[config.mk]
export PLATFORM = sky130hd
export DESIGN_NAME = ram_note_fetcher
export DESIGN_NICKNAME = d
export VERILOG_FILES = /design/src/rtl/drums_ram_pkg.sv /design/src/rtl/note_fifo.sv /design/src/rtl/ram_note_fetcher.sv
export SDC_FILE = /design/constraint.sdc
export NUM_CORES = 1
export LEC_CHECK = 0
export CORE_ASPECT_RATIO = 1.2
export CORE_MARGIN = 2
export CORE_UTILIZATION = 50
export DETAILED_ROUTE_END_ITERATION = 8
export GPL_ROUTABILITY_DRIVEN = 0
export GPL_TIMING_DRIVEN = 0
export HOLD_SLACK_MARGIN = 0.02
export MAX_ROUTING_LAYER = met4
export PLACE_DENSITY_LB_ADDON = 0.25
export SLEW_MARGIN = 10
export SYNTH_ARGS = -nofsm -noshare
export SYNTH_HDL_FRONTEND = slang
export SYNTH_SLANG_ARGS = --single-unit
[constraint.sdc]
create_clock -name clock -period 3.5 [get_ports clock]
set_clock_uncertainty 0.05 [all_clocks]
set_input_delay 0.525 -clock clock [delete_from_list [all_inputs] [get_ports clock]]
set_output_delay 0.525 -clock clock [all_outputs]
set_load 0.02 [all_outputs]
[src/rtl/drums_ram_pkg.sv]
// Shared constants, end-of-chart marker and fetch FSM state type for the RAM note path.
package drums_ram_pkg;

    localparam int ADDR_W = 23;
    localparam int DATA_W = 16;

    localparam logic [15:0] END_MARKER = 16'hFFFF;

    typedef enum logic [2:0] {
        IDLE,
        WAITQ,
        SETUP,
        NEXT,
        DONE
    } fetch_state_e;

endpackage

[src/rtl/note_fifo.sv]
// Small first-word-fall-through FIFO buffering fetched note words for the scheduler.
module note_fifo #(
    parameter int DATA_W     = 16,
    parameter int FIFO_DEPTH = 4
) (
    input  logic              clock,
    input  logic              reset_n,
    input  logic              push,
    input  logic              pop,
    input  logic [DATA_W-1:0] din,
    output logic [DATA_W-1:0] dout,
    output logic              empty,
    output logic              full,
    output logic              has_free
);

    localparam int PTR_W = $clog2(FIFO_DEPTH);
    localparam logic [PTR_W:0] DEPTH_CNT = FIFO_DEPTH[PTR_W:0];

    logic [DATA_W-1:0] mem_q [FIFO_DEPTH];
    logic [DATA_W-1:0] mem_d [FIFO_DEPTH];
    logic [PTR_W-1:0]  wr_ptr_q, wr_ptr_d;
    logic [PTR_W-1:0]  rd_ptr_q, rd_ptr_d;
    logic [PTR_W:0]    count_q, count_d;
    logic              do_push, do_pop;

    always_comb begin
        empty    = (count_q == '0);
        full     = (count_q == DEPTH_CNT);
        has_free = (count_q < DEPTH_CNT);
        do_push  = push && !full;
        do_pop   = pop && !empty;

        mem_d    = mem_q;
        wr_ptr_d = wr_ptr_q;
        rd_ptr_d = rd_ptr_q;
        count_d  = count_q;

        if (do_push) begin
            mem_d[wr_ptr_q] = din;
            wr_ptr_d        = wr_ptr_q + 1'b1;
        end
        if (do_pop) begin
            rd_ptr_d = rd_ptr_q + 1'b1;
        end
        if (do_push && !do_pop) begin
            count_d = count_q + 1'b1;
        end else if (do_pop && !do_push) begin
            count_d = count_q - 1'b1;
        end

        // Gate the head with empty so stale storage never shows after reset.
        dout = empty ? '0 : mem_q[rd_ptr_q];
    end

    always_ff @(posedge clock or negedge reset_n) begin
        if (!reset_n) begin
            wr_ptr_q <= '0;
            rd_ptr_q <= '0;
            count_q  <= '0;
        end else begin
            wr_ptr_q <= wr_ptr_d;
            rd_ptr_q <= rd_ptr_d;
            count_q  <= count_d;
        end
    end

    always_ff @(posedge clock) begin
        mem_q <= mem_d;
    end

endmodule

[src/rtl/ram_note_fetcher.sv]
// Walks a note chart in async RAM, honouring access time, and queues words for the scheduler.
// Optional END_MARKER_EN: a fetched 16'hFFFF ends the chart early and is not queued.
module ram_note_fetcher
    import drums_ram_pkg::*;
#(
    parameter int ADDR_W      = drums_ram_pkg::ADDR_W,
    parameter int DATA_W      = drums_ram_pkg::DATA_W,
    parameter int WAIT_CYCLES = 4,
    parameter int FIFO_DEPTH  = 4
) (
    input  logic              clock,
    input  logic              reset_n,
    input  logic              start,
    input  logic [ADDR_W-1:0] base_addr,
    input  logic [ADDR_W-1:0] length_words,
    output logic [ADDR_W-1:0] ram_addr,
    output logic              ram_read_sel,
    input  logic [DATA_W-1:0] ram_rdata,
    output logic [DATA_W-1:0] note_data,
    output logic              note_valid,
    input  logic              note_ready,
    output logic              busy,
    output logic              done
);

    localparam int CNT_W = (WAIT_CYCLES > 1) ? $clog2(WAIT_CYCLES) : 1;
    localparam logic [CNT_W-1:0] WAIT_LOAD = CNT_W'(WAIT_CYCLES - 1);

    fetch_state_e      state_q, state_d;
    logic [ADDR_W-1:0] addr_q, addr_d;
    logic [ADDR_W-1:0] remaining_q, remaining_d;
    logic [ADDR_W-1:0] ram_addr_q, ram_addr_d;
    logic [CNT_W-1:0]  wait_cnt_q, wait_cnt_d;
    logic [DATA_W-1:0] rdata_q, rdata_d;
    logic              done_q, done_d;

    logic              fifo_push;
    logic              fifo_empty;
    logic              fifo_full;
    logic              fifo_free;
    logic              is_marker;

`ifdef END_MARKER_EN
    assign is_marker = (rdata_q == DATA_W'(END_MARKER));
`else
    assign is_marker = 1'b0;
`endif

    always_comb begin
        state_d     = state_q;
        addr_d      = addr_q;
        remaining_d = remaining_q;
        ram_addr_d  = ram_addr_q;
        wait_cnt_d  = wait_cnt_q;
        rdata_d     = rdata_q;
        fifo_push   = 1'b0;

        case (state_q)
            IDLE: begin
                if (start) begin
                    addr_d      = base_addr;
                    remaining_d = length_words;
                    state_d     = (length_words == '0) ? DONE : WAITQ;
                end
            end
            WAITQ: begin
                // Only launch an access when its word is guaranteed a slot.
                if (fifo_free) begin
                    ram_addr_d = addr_q;
                    wait_cnt_d = WAIT_LOAD;
                    state_d    = SETUP;
                end
            end
            SETUP: begin
                if (wait_cnt_q == '0) begin
                    rdata_d = ram_rdata;
                    state_d = NEXT;
                end else begin
                    wait_cnt_d = wait_cnt_q - 1'b1;
                end
            end
            NEXT: begin
                if (is_marker) begin
                    state_d = DONE;
                end else begin
                    // The slot was reserved in WAITQ, so full never blocks this push.
                    fifo_push   = !fifo_full;
                    addr_d      = addr_q + 1'b1;
                    remaining_d = remaining_q - 1'b1;
                    state_d     = (remaining_q == ADDR_W'(1)) ? DONE : WAITQ;
                end
            end
            DONE: begin
                state_d = IDLE;
            end
            default: begin
                state_d = IDLE;
            end
        endcase

        done_d = (state_q == DONE);
    end

    always_ff @(posedge clock or negedge reset_n) begin
        if (!reset_n) begin
            state_q     <= IDLE;
            addr_q      <= '0;
            remaining_q <= '0;
            ram_addr_q  <= '0;
            wait_cnt_q  <= '0;
            rdata_q     <= '0;
            done_q      <= 1'b0;
        end else begin
            state_q     <= state_d;
            addr_q      <= addr_d;
            remaining_q <= remaining_d;
            ram_addr_q  <= ram_addr_d;
            wait_cnt_q  <= wait_cnt_d;
            rdata_q     <= rdata_d;
            done_q      <= done_d;
        end
    end

    note_fifo #(
        .DATA_W    (DATA_W),
        .FIFO_DEPTH(FIFO_DEPTH)
    ) u_note_fifo (
        .clock   (clock),
        .reset_n (reset_n),
        .push    (fifo_push),
        .pop     (note_ready),
        .din     (rdata_q),
        .dout    (note_data),
        .empty   (fifo_empty),
        .full    (fifo_full),
        .has_free(fifo_free)
    );

    assign ram_addr     = ram_addr_q;
    assign ram_read_sel = 1'b1;
    assign note_valid   = !fifo_empty;
    assign busy         = (state_q != IDLE);
    assign done         = done_q;

endmodule

* After elaboration in Yosys (flattened, before gate mapping)
Index checks and enable logic that the tools add are counted.
Word-level totals: flip-flop bits (word level) 162, input bits 66, output and inout bits 43, logic and storage cells 82
Cells by class: $add $sub $neg 7, order comparisons 4, equal/unequal tests 10, muxes and demuxes 23, bitwise operators 2, reductions and logical operators 22
Operators by type and width (number):
- one-hot mux 23 bit (2 select lines) | 2
- bitwise mux 64 bit | 1
- 2-to-1 mux 16 bit | 4
- 2-to-1 mux 23 bit | 2
- binary-select mux 16 bit (select 2 bit) | 1
- demux 16 bit (select 2 bit) | 1
- adder 23 x 1 -> 23 bit (second input constant) | 1
- == test 23 x 1 -> 1 bit (second input constant) | 1
- zero test 23 bit | 1
- subtractor 23 x 1 -> 23 bit (second input constant) | 1
- 2-to-1 mux 3 bit | 7
- one-hot mux 3 bit (4 select lines) | 1
- != test 2 bit (second input constant) | 4
- == test 3 x 2 -> 1 bit (second input constant) | 2
- == test 3 bit (second input constant) | 2
- >= comparator 3 bit (second input constant) | 2
- zero test 3 bit | 2
- NOT 2 -> 3 bit | 2
- AND reduction 2 bit | 3
- AND reduction 3 bit | 2
- nonzero test 2 bit | 3
- logical AND 1 bit | 5
- adder 2 x 1 -> 2 bit (second input constant) | 2
- zero test 1 bit | 4
- 11 further kinds | 12

* Depth between registers and ports, before layout
Gate-level depths: netlist (run 1).
word-level depth 8, gate-level depth with buffers 10, depth with buffers taken out 8

* Cells and area by module
A second synthesis (run 1) with hierarchy kept.
Unflattened totals: cells, all modules 600, area, all modules 7817.5 µm²
By module, submodules not included:
- ram_note_fetcher | instances 1, cells each 462, area an instance 4872.2 µm², seq. area each 2277.2 µm²
- note_fifo | instances 1, cells each 138, area an instance 2945.3 µm², seq. area each 2097.0 µm²

* Worst setup path before layout (run 1)
No wires, ideal clock.
path kind register to register, start register state_q[2], end register u_note_fifo.count_q[2], setup time 79 ps, arrival 2357 ps, data required time 3371 ps, slack 1014 ps, stages on the path, launching flop included 11, path buffers 2, period minus slack after synthesis 2486 ps, path through dfrtp_1 -> clkbuf_1 -> nand3b_1 -> buf_2 -> a21oi_1 -> ha_1 -> inv_1 -> fa_1 -> xor2_1 -> nor2_1 -> xor2_1
Between the ends: cells in the longest elaborated chain, start to end 6
RTL lines:
- start, declared | RTL line ram_note_fetcher.sv:29 | fetch_state_e state_q, state_d;
- start signal, assigned | RTL line ram_note_fetcher.sv:114 | state_q <= state_d;
- == test 3 x 2 -> 1 bit * | RTL line ram_note_fetcher.sv:58 | case (state_q)
- 2-to-1 mux 1 bit * | RTL line ram_note_fetcher.sv:58
- logical AND 1 bit * | RTL line note_fifo.sv:31 | do_push = push && !full;
- via u_note_fifo.do_push | RTL line note_fifo.sv:25 | logic do_push, do_pop;
- zero test 1 bit | RTL line note_fifo.sv:48 | end else if (do_pop && !do_push) begin
- logical AND 1 bit | RTL line note_fifo.sv:48
- nonzero test 2 bit (no source line)
- end signal, assigned | RTL line note_fifo.sv:64 | count_q <= count_d;
- end, declared | RTL line note_fifo.sv:24 | logic [PTR_W:0] count_q, count_d;
The timed path passes the listed nets; every way through them passes the cells marked *. A chain may end at the register's enable or synchronous reset.

* Final worst setup path (run 1)
start register u_note_fifo.rd_ptr_q[0], end output port note_data[11]
Between the ends: cells in the longest elaborated chain, start to end 5
RTL lines:
- start, declared | RTL line note_fifo.sv:23 | logic [PTR_W-1:0] rd_ptr_q, rd_ptr_d;
- start signal, assigned | RTL line note_fifo.sv:63 | rd_ptr_q <= rd_ptr_d;
- NOT 2 -> 3 bit (implied by the code) | RTL line note_fifo.sv:53 | dout = empty ? '0 : mem_q[rd_ptr_q];
- binary-select mux 16 bit (select 2 bit) | RTL line note_fifo.sv:53
- 2-to-1 mux 16 bit (implied by the code) (2 in series) | RTL line note_fifo.sv:53
- 2-to-1 mux 16 bit | RTL line note_fifo.sv:53
- end, declared | RTL line ram_note_fetcher.sv:19 | output logic [DATA_W-1:0] note_data,
Every way passes these cells. The select of a mux whose other input is x is not followed.

==> flow_metrics.env, run 1 <==
export IMPL_maxCapViolations=0
export IMPL_hold_buffers=0
export IMPL_detail_route_first_pass_iterations=5
export IMPL_antenna_found_initial=0
export IMPL_setup_slack_ns=0.217
export IMPL_synth_ff_type="dfrtp_1"
export IMPL_wl_per_cell_um=19.1
export IMPL_postPlaceCellArea_um2=8650
export IMPL_place_ws_ns=0.468
export IMPL_leakage_nw=3.42
export IMPL_final_antenna_net_count=0
export IMPL_cp_slowest_cell="mux4_2"
export IMPL_instances_no_fill=883
export IMPL_ys_warn_count=0
export IMPL_syn_area_per_cell_um2=12.9
export IMPL_cp_end_kind="primary output"
export IMPL_switchingPower_mw=2.99
export IMPL_synth_nets=644
export IMPL_clock_latency_ns=0.43
export IMPL_cts_tree="built"
export IMPL_grt_pass1_vias=5296
export IMPL_synth_edff_count=64
export IMPL_p_sw_share_pct=36.3
export IMPL_maxSlewViolCount=0
export IMPL_clockPowerShare_pct=21.1
export IMPL_r2r_start="state_q[2]$_DFFE_PN0P_"
export IMPL_portBuffers=107
export IMPL_cts_htree_levels=4
export IMPL_fin_tns_setup_ns=0
export IMPL_initial_core_util_pct=51.1
export IMPL_cp_start_kind="flip-flop"
export IMPL_critical_path_buf_inv_count=3
export IMPL_die_h_um=137
export IMPL_fp_coreArea_um2=14400
export IMPL_syn_area_um2=7340
export IMPL_irDropWorstVdd_mv=0.502
export IMPL_synth_seq_cells=162
export IMPL_combPwrFrac_pct=38.6
export IMPL_cts_sinks=162
export IMPL_root_buffer="clkbuf_16"
export IMPL_ys_seq_area_share_pct=59.6
export IMPL_drc=0
export IMPL_relSlewSlack_pct=41.4
export IMPL_dp_hpwl_um=11600
export IMPL_dp_cells=851
export IMPL_cts_buffers=17
export IMPL_whs_ns=0.0228
export IMPL_status="complete, no violations"
export IMPL_post_route_util_pct=64.1
export IMPL_async_reset_ff_share_pct=60.5
export IMPL_power_density_nw_per_um2=894
export IMPL_grt_ovfl_total=0
export IMPL_final_period_utilization_pct=93.8
export IMPL_hold_viol_final=0
export IMPL_fmax_mhz=305
export IMPL_finalWirelength_um=16800
export IMPL_io_pin_count=109
export IMPL_crit_chain="buf_2 > buf_2 > mux4_2 > and2_1 > clkdlybuf4s50_1"
export IMPL_grt_pass1_wl_um=26600
export IMPL_grt_max_degree=62
export IMPL_fin_crit_ns=3.28
export IMPL_antenna_cells=0
export IMPL_area_delta_synth_final_pct=25.5
export IMPL_r2r_end="u_note_fifo.count_q[2]$_DFFE_PN0P_"
export IMPL_slowest_delay_ns=0.55
export IMPL_vias=5235
export IMPL_cts_buffer_depth=2
export IMPL_power_mw=8.23
export IMPL_critPathRequiredTime_ns=2.92
export IMPL_ys_types=61
export IMPL_final_nets=771
export IMPL_synthCells=568
export IMPL_reg2reg_depth=10
export IMPL_worst_pin_slew_ns=0.880
export IMPL_cp_data_arrival_time_ns=2.71
export IMPL_cp_top_family="buffers and inverters"
export IMPL_rrSetupSlack_ns=0.47
export IMPL_path_class="flip-flop to primary output"
export IMPL_post_cts_setup_buffers=0
export IMPL_rows=48
export IMPL_pwr_share_seq_pct=40.3
export IMPL_dieArea_um2=15700
export IMPL_p_int_mw=5.25
export IMPL_initialDrtViolationCount=429
export IMPL_cp_max_fo=10
export IMPL_rsz0062_at_grt="false"
export IMPL_vias_per_cell=5.93
export IMPL_clk_pin_slew_ns=0.07
export IMPL_drive_gt1_share_pct=17.1
export IMPL_grt_total_usage_pct=23.0
export IMPL_crit_path_frequent_cell="buf_2"
export IMPL_hold_class="input port to asynchronous set/reset pin"
export IMPL_final_area_um2=9210
export IMPL_die_w_um=115
export IMPL_setup_viol_count_final=0
cell type report:
class                      instances  area (um^2)
buffer                            29          136
clock inverter                    13         97.6
inverter                          11         41.3
timing repair buffer             108         1100
clock buffer                      19          454
fill                            1083         5150
sequential                       162         4370
tap                              175          219
multi-input combinational        366         2790
power groups by stage:
stage / logic [mW] / registers (mW) / clock network (mW)
floorplan: 1.94 / 3.34 / 0
global placement: 3.10 / 3.29 / 0
detailed placement: 3.19 / 3.34 / 0
CTS: 3.21 / 3.31 / 1.76
global route: 3.45 / 3.41 / 1.84
finish: 3.18 / 3.32 / 1.74
repair_timing:
action,4_1_cts,5_1_grt
endpoints found under the hold margin,0,0
gates resized for setup,0,2
endpoints found under the setup margin,0,6
cell usage in the layout, fill, tap and decap left out, drive strengths merged, types with 2 or more instances in the layout:
cell type / instances
a211oi: 14
a21oi: 15
a22o: 2
a22oi: 2
a311oi: 7
a31oi: 4
and2: 22
and3: 5
and4: 5
buf: 20
clkbuf: 30
clkdlybuf4s50: 106
clkinv: 5
dfrtp: 98
edfxtp: 64
ha: 9
inv: 18
mux2: 40
mux4: 16
nand2: 36
nand2b: 2
nand3: 23
nand4: 9
nor2: 41
nor3: 21
nor3b: 2
nor4: 14
o211ai: 12
o21a: 4
o21ai: 11
o221ai: 2
o22ai: 4
o311ai: 8
o31ai: 2
or2: 4
or3: 6
xnor2: 5
xor2: 5
metal layers:
| layer | up-vias | share of wire, % | global-route usage (%) |
|---|---|---|---|
| li1 | 2416 | - | - |
| met3 | 27 | 5.6 | 4.74 |
| met2 | 198 | 52 | 38.7 |
| met1 | 2594 | 41 | 27.3 |
| met4 | 0 | 1.8 | 8.88 |
| met5 | - | 0 | - |
cell families after synthesis:
group | Yosys count | share of synthesized area (%)
adders and majority gates | 10 | 1.81
muxes | 57 | 11.2
xor gates and xnor gates | 10 | 1.19
buffers and inverters | 40 | 2.40
and+or+nand+nor | 196 | 14.9
AOI/OAI and AO/OA | 92 | 8.83
DFF | 162 | 59.6
other | 1 | 0.0511
worst register-to-register path, stage by stage, from the launching register on:
cell,delay [ns]
dfrtp_1,0.41
clkbuf_1,0.21
nand3b_1,0.36
buf_2,0.30
a21oi_1,0.46
ha_1,0.30
inv_1,0.07
fa_1,0.39
xor2_1,0.16
nor2_1,0.12
xor2_1,0.15
sequential cells by signal, indices dropped and copies added, names as in the netlist:
| name | flops |
|---|---|
| wait_cnt_q | 2 |
| u_note_fifo.count_q | 3 |
| state_q | 3 |
| done | 1 |
| u_note_fifo.mem_q | 64 |
| addr_q | 23 |
| u_note_fifo.wr_ptr_q | 2 |
| ram_addr | 23 |
| remaining_q | 23 |
| u_note_fifo.rd_ptr_q | 2 |
| rdata_q | 16 |
synthesized netlist by cell type (all sizes together), types with 6 or more instances:
cell / n / area share, %
nand2: 36 / 1.8
clkbuf: 11 / 0.56
o311ai: 8 / 0.95
o21ai: 11 / 0.75
nand4: 9 / 0.94
nor2: 41 / 2.3
inv: 11 / 0.56
dfrtp: 98 / 33
nor4: 14 / 1.9
a21oi: 15 / 1.0
edfxtp: 64 / 26
ha: 9 / 1.5
buf: 18 / 1.3
a311oi: 7 / 0.84
mux2: 40 / 6.1
and2: 22 / 1.9
mux4: 16 / 4.9
or3: 6 / 0.58
o211ai: 12 / 1.2
a211oi: 14 / 1.4
nor3: 21 / 1.5
nand3: 23 / 1.6
worst max path at each step:
stage	depth (start not counted)	end	from
detailed placement	10	u_note_fifo.count_q[2]$_DFFE_PN0P_	state_q[2]$_DFFE_PN0P_
CTS	5	note_data[11]	u_note_fifo.rd_ptr_q[1]$_DFFE_PN0P_
floorplan	10	u_note_fifo.count_q[2]$_DFFE_PN0P_	state_q[2]$_DFFE_PN0P_
global route	5	note_data[11]	u_note_fifo.rd_ptr_q[0]$_DFFE_PN0P_
global placement	1	rdata_q[0]$_DFFE_PN0P_	reset_n
finish	5	note_data[11]	u_note_fifo.rd_ptr_q[0]$_DFFE_PN0P_
No activity file was read; power rests on OpenSTA's default activity.
==> inputs of run 2 (changes only) <==
--- a/constraint.sdc
+++ b/constraint.sdc
@@ -3,3 +3,3 @@
 set_input_delay 0.525 -clock clock [delete_from_list [all_inputs] [get_ports clock]]
 set_output_delay 0.525 -clock clock [all_outputs]
-set_load 0.02 [all_outputs]
+set_load 0.1 [all_outputs]
==> run 2 against run 1 <==
Maximum frequency is 0.92% lower. First-iteration DRC count decreased by 1.2%. Wire length about the same. Sequential share of layout area is essentially flat. Setup slack got worse by 0.031 ns. Core utilization rose by 0.061 points. Sequential cell count did not move. Critical endpoint unchanged. Highest routed layer unchanged.
==> flow_metrics.env, run 2 (synthesized netlist as in run 1, its figures left out) <==
export IMPL_vias=5240
export IMPL_whs_ns=0.0224
export IMPL_antenna_cells=0
export IMPL_final_common_cell="dfrtp_1"
export IMPL_path_class="flip-flop to primary output"
export IMPL_grt_total_usage_pct=23.0
export IMPL_rrSetupSlack_ns=0.47
export IMPL_cts_htree_levels=4
export IMPL_vias_per_cell=5.93
export IMPL_area_delta_synth_final_pct=25.6
export IMPL_hold_viol_final=0
export IMPL_io_pin_count=109
export IMPL_setup_viol_count_final=0
export IMPL_worst_pin_slew_ns=1.04
export IMPL_cts_sinks=162
export IMPL_final_cell_mix="dfrtp_1, clkdlybuf4s50_1, edfxtp_1"
export IMPL_cp_slowest_cell="clkbuf_1"
export IMPL_final_period_utilization_pct=94.7
export IMPL_status="complete, no violations"
export IMPL_portBuffers=107
export IMPL_cp_data_arrival_time_ns=2.74
export IMPL_post_cts_setup_buffers=0
export IMPL_initialDrtViolationCount=424
export IMPL_largest_register_ffs=64
export IMPL_grt_pass1_vias=5296
export IMPL_cp_max_fo=10
export IMPL_die_h_um=137
export IMPL_final_antenna_net_count=0
export IMPL_drive_gt1_share_pct=18.2
export IMPL_hold_class="input port to asynchronous set/reset pin"
export IMPL_crit_chain="clkbuf_1 > clkbuf_1 > mux4_2 > and2_1 > clkdlybuf4s15_2"
export IMPL_regMostFlops="u_note_fifo.mem_q"
export IMPL_clk_pin_slew_ns=0.07
export IMPL_fmax_mhz=302
export IMPL_rows=48
export IMPL_maxCapViolations=0
export IMPL_fin_tns_setup_ns=0
export IMPL_die_w_um=115
export IMPL_grt_ovfl_total=0
export IMPL_cp_start_kind="flip-flop"
export IMPL_fp_coreArea_um2=14400
export IMPL_fin_crit_ns=3.31
export IMPL_finalWirelength_um=16800
export IMPL_cts_buffer_depth=2
export IMPL_grt_pass1_wl_um=26600
export IMPL_relSlewSlack_pct=30.3
export IMPL_crit_path_frequent_cell="clkbuf_1"
export IMPL_detail_route_first_pass_iterations=5
export IMPL_final_nets=771
export IMPL_clock_latency_ns=0.43
export IMPL_root_buffer="clkbuf_16"
export IMPL_cp_end_kind="primary output"
export IMPL_wl_per_cell_um=19.0
export IMPL_fill_cells=1077
export IMPL_critPathRequiredTime_ns=2.92
export IMPL_rsz0062_at_grt="false"
export IMPL_dp_hpwl_um=11600
export IMPL_cts_tree="built"
export IMPL_maxSlewViolCount=0
export IMPL_drc=0
export IMPL_initial_core_util_pct=51.1
export IMPL_dieArea_um2=15700
export IMPL_antenna_found_initial=0
export IMPL_grt_max_degree=62
export IMPL_cts_buffers=17
export IMPL_slowest_delay_ns=0.56
-- run 2: changes by cell type in the layout (fill, tap and decap cells not counted) --
cell,before,now
clkdlybuf4s50_1,106,96
clkbuf_1,11,12
dlygate4sd2_1,0,1
clkdlybuf4s15_2,0,9
clkbuf_2,1,0
-- run 2: layout make-up --
cell class | count | area (um^2) | area share [%]
plain buffers | 29 | 135 | 1.47
repair buffers | 108 | 1110 | 12.0
multi-input cells | 366 | 2790 | 30.3
clock inverters | 13 | 97.6 | 1.06
inverters | 11 | 41.3 | 0.448
flip-flops and latches | 162 | 4370 | 47.5
well taps | 175 | 219 | 2.38
clock buffers | 19 | 454 | 4.93
-- run 2: timing repair --
action,CTS,global route
setup endpoints to repair,10,0
resized for setup,28,0
hold buffers,0,0
-- run 2: worst max-delay path: cells and delay by family (launching register included) --
family | cells | cell delay, ns
buffers and inverters | 3 | 1.40
DFF | 1 | 0.32
muxes | 1 | 0.40
and+or+nand+nor | 1 | 0.18
-- run 2: through the flow --
step / util, % / setup slack (ns) / cells / instance area [um^2]
finish: 64.2 / 0.186 / 883 / 9220
global route: 64.2 / 0.0570 / 883 / 9220
CTS: 64.2 / 0.119 / 883 / 9220
detailed placement: 60.3 / 0.0671 / 851 / 8650
global placement: 60.1 / -1.96 / 850 / 8630
floorplan: - / 0.342 / 568 / 7340
-- run 2: final timing paths --
path	startpoint	to	cells after the start
max	u_note_fifo.rd_ptr_q[1]$_DFFE_PN0P_	note_data[11]	5
min reg2reg	remaining_q[17]$_DFFE_PN0P_	remaining_q[17]$_DFFE_PN0P_	1
max in group asynchronous	reset_n	rdata_q[3]$_DFFE_PN0P_	2
min	reset_n	ram_addr[5]$_DFFE_PN0P_	1
min in group clock	remaining_q[17]$_DFFE_PN0P_	remaining_q[17]$_DFFE_PN0P_	1
max reg2reg	state_q[2]$_DFFE_PN0P_	u_note_fifo.count_q[2]$_DFFE_PN0P_	10
-- run 2: per-layer routing --
| layer | GRT usage [%] | share of wire (%) | vias to the layer above |
|---|---|---|---|
| met1 | 27.3 | 41 | 2593 |
| met2 | 38.7 | 51 | 197 |
| li1 | - | - | 2417 |
| met5 | - | 0 | - |
| met4 | 8.88 | 2.0 | 0 |
| met3 | 4.74 | 5.5 | 33 |
Power of run 2 is not shown: default switching activity piles up to over one toggle a cycle in this logic, so the estimate is an artifact.
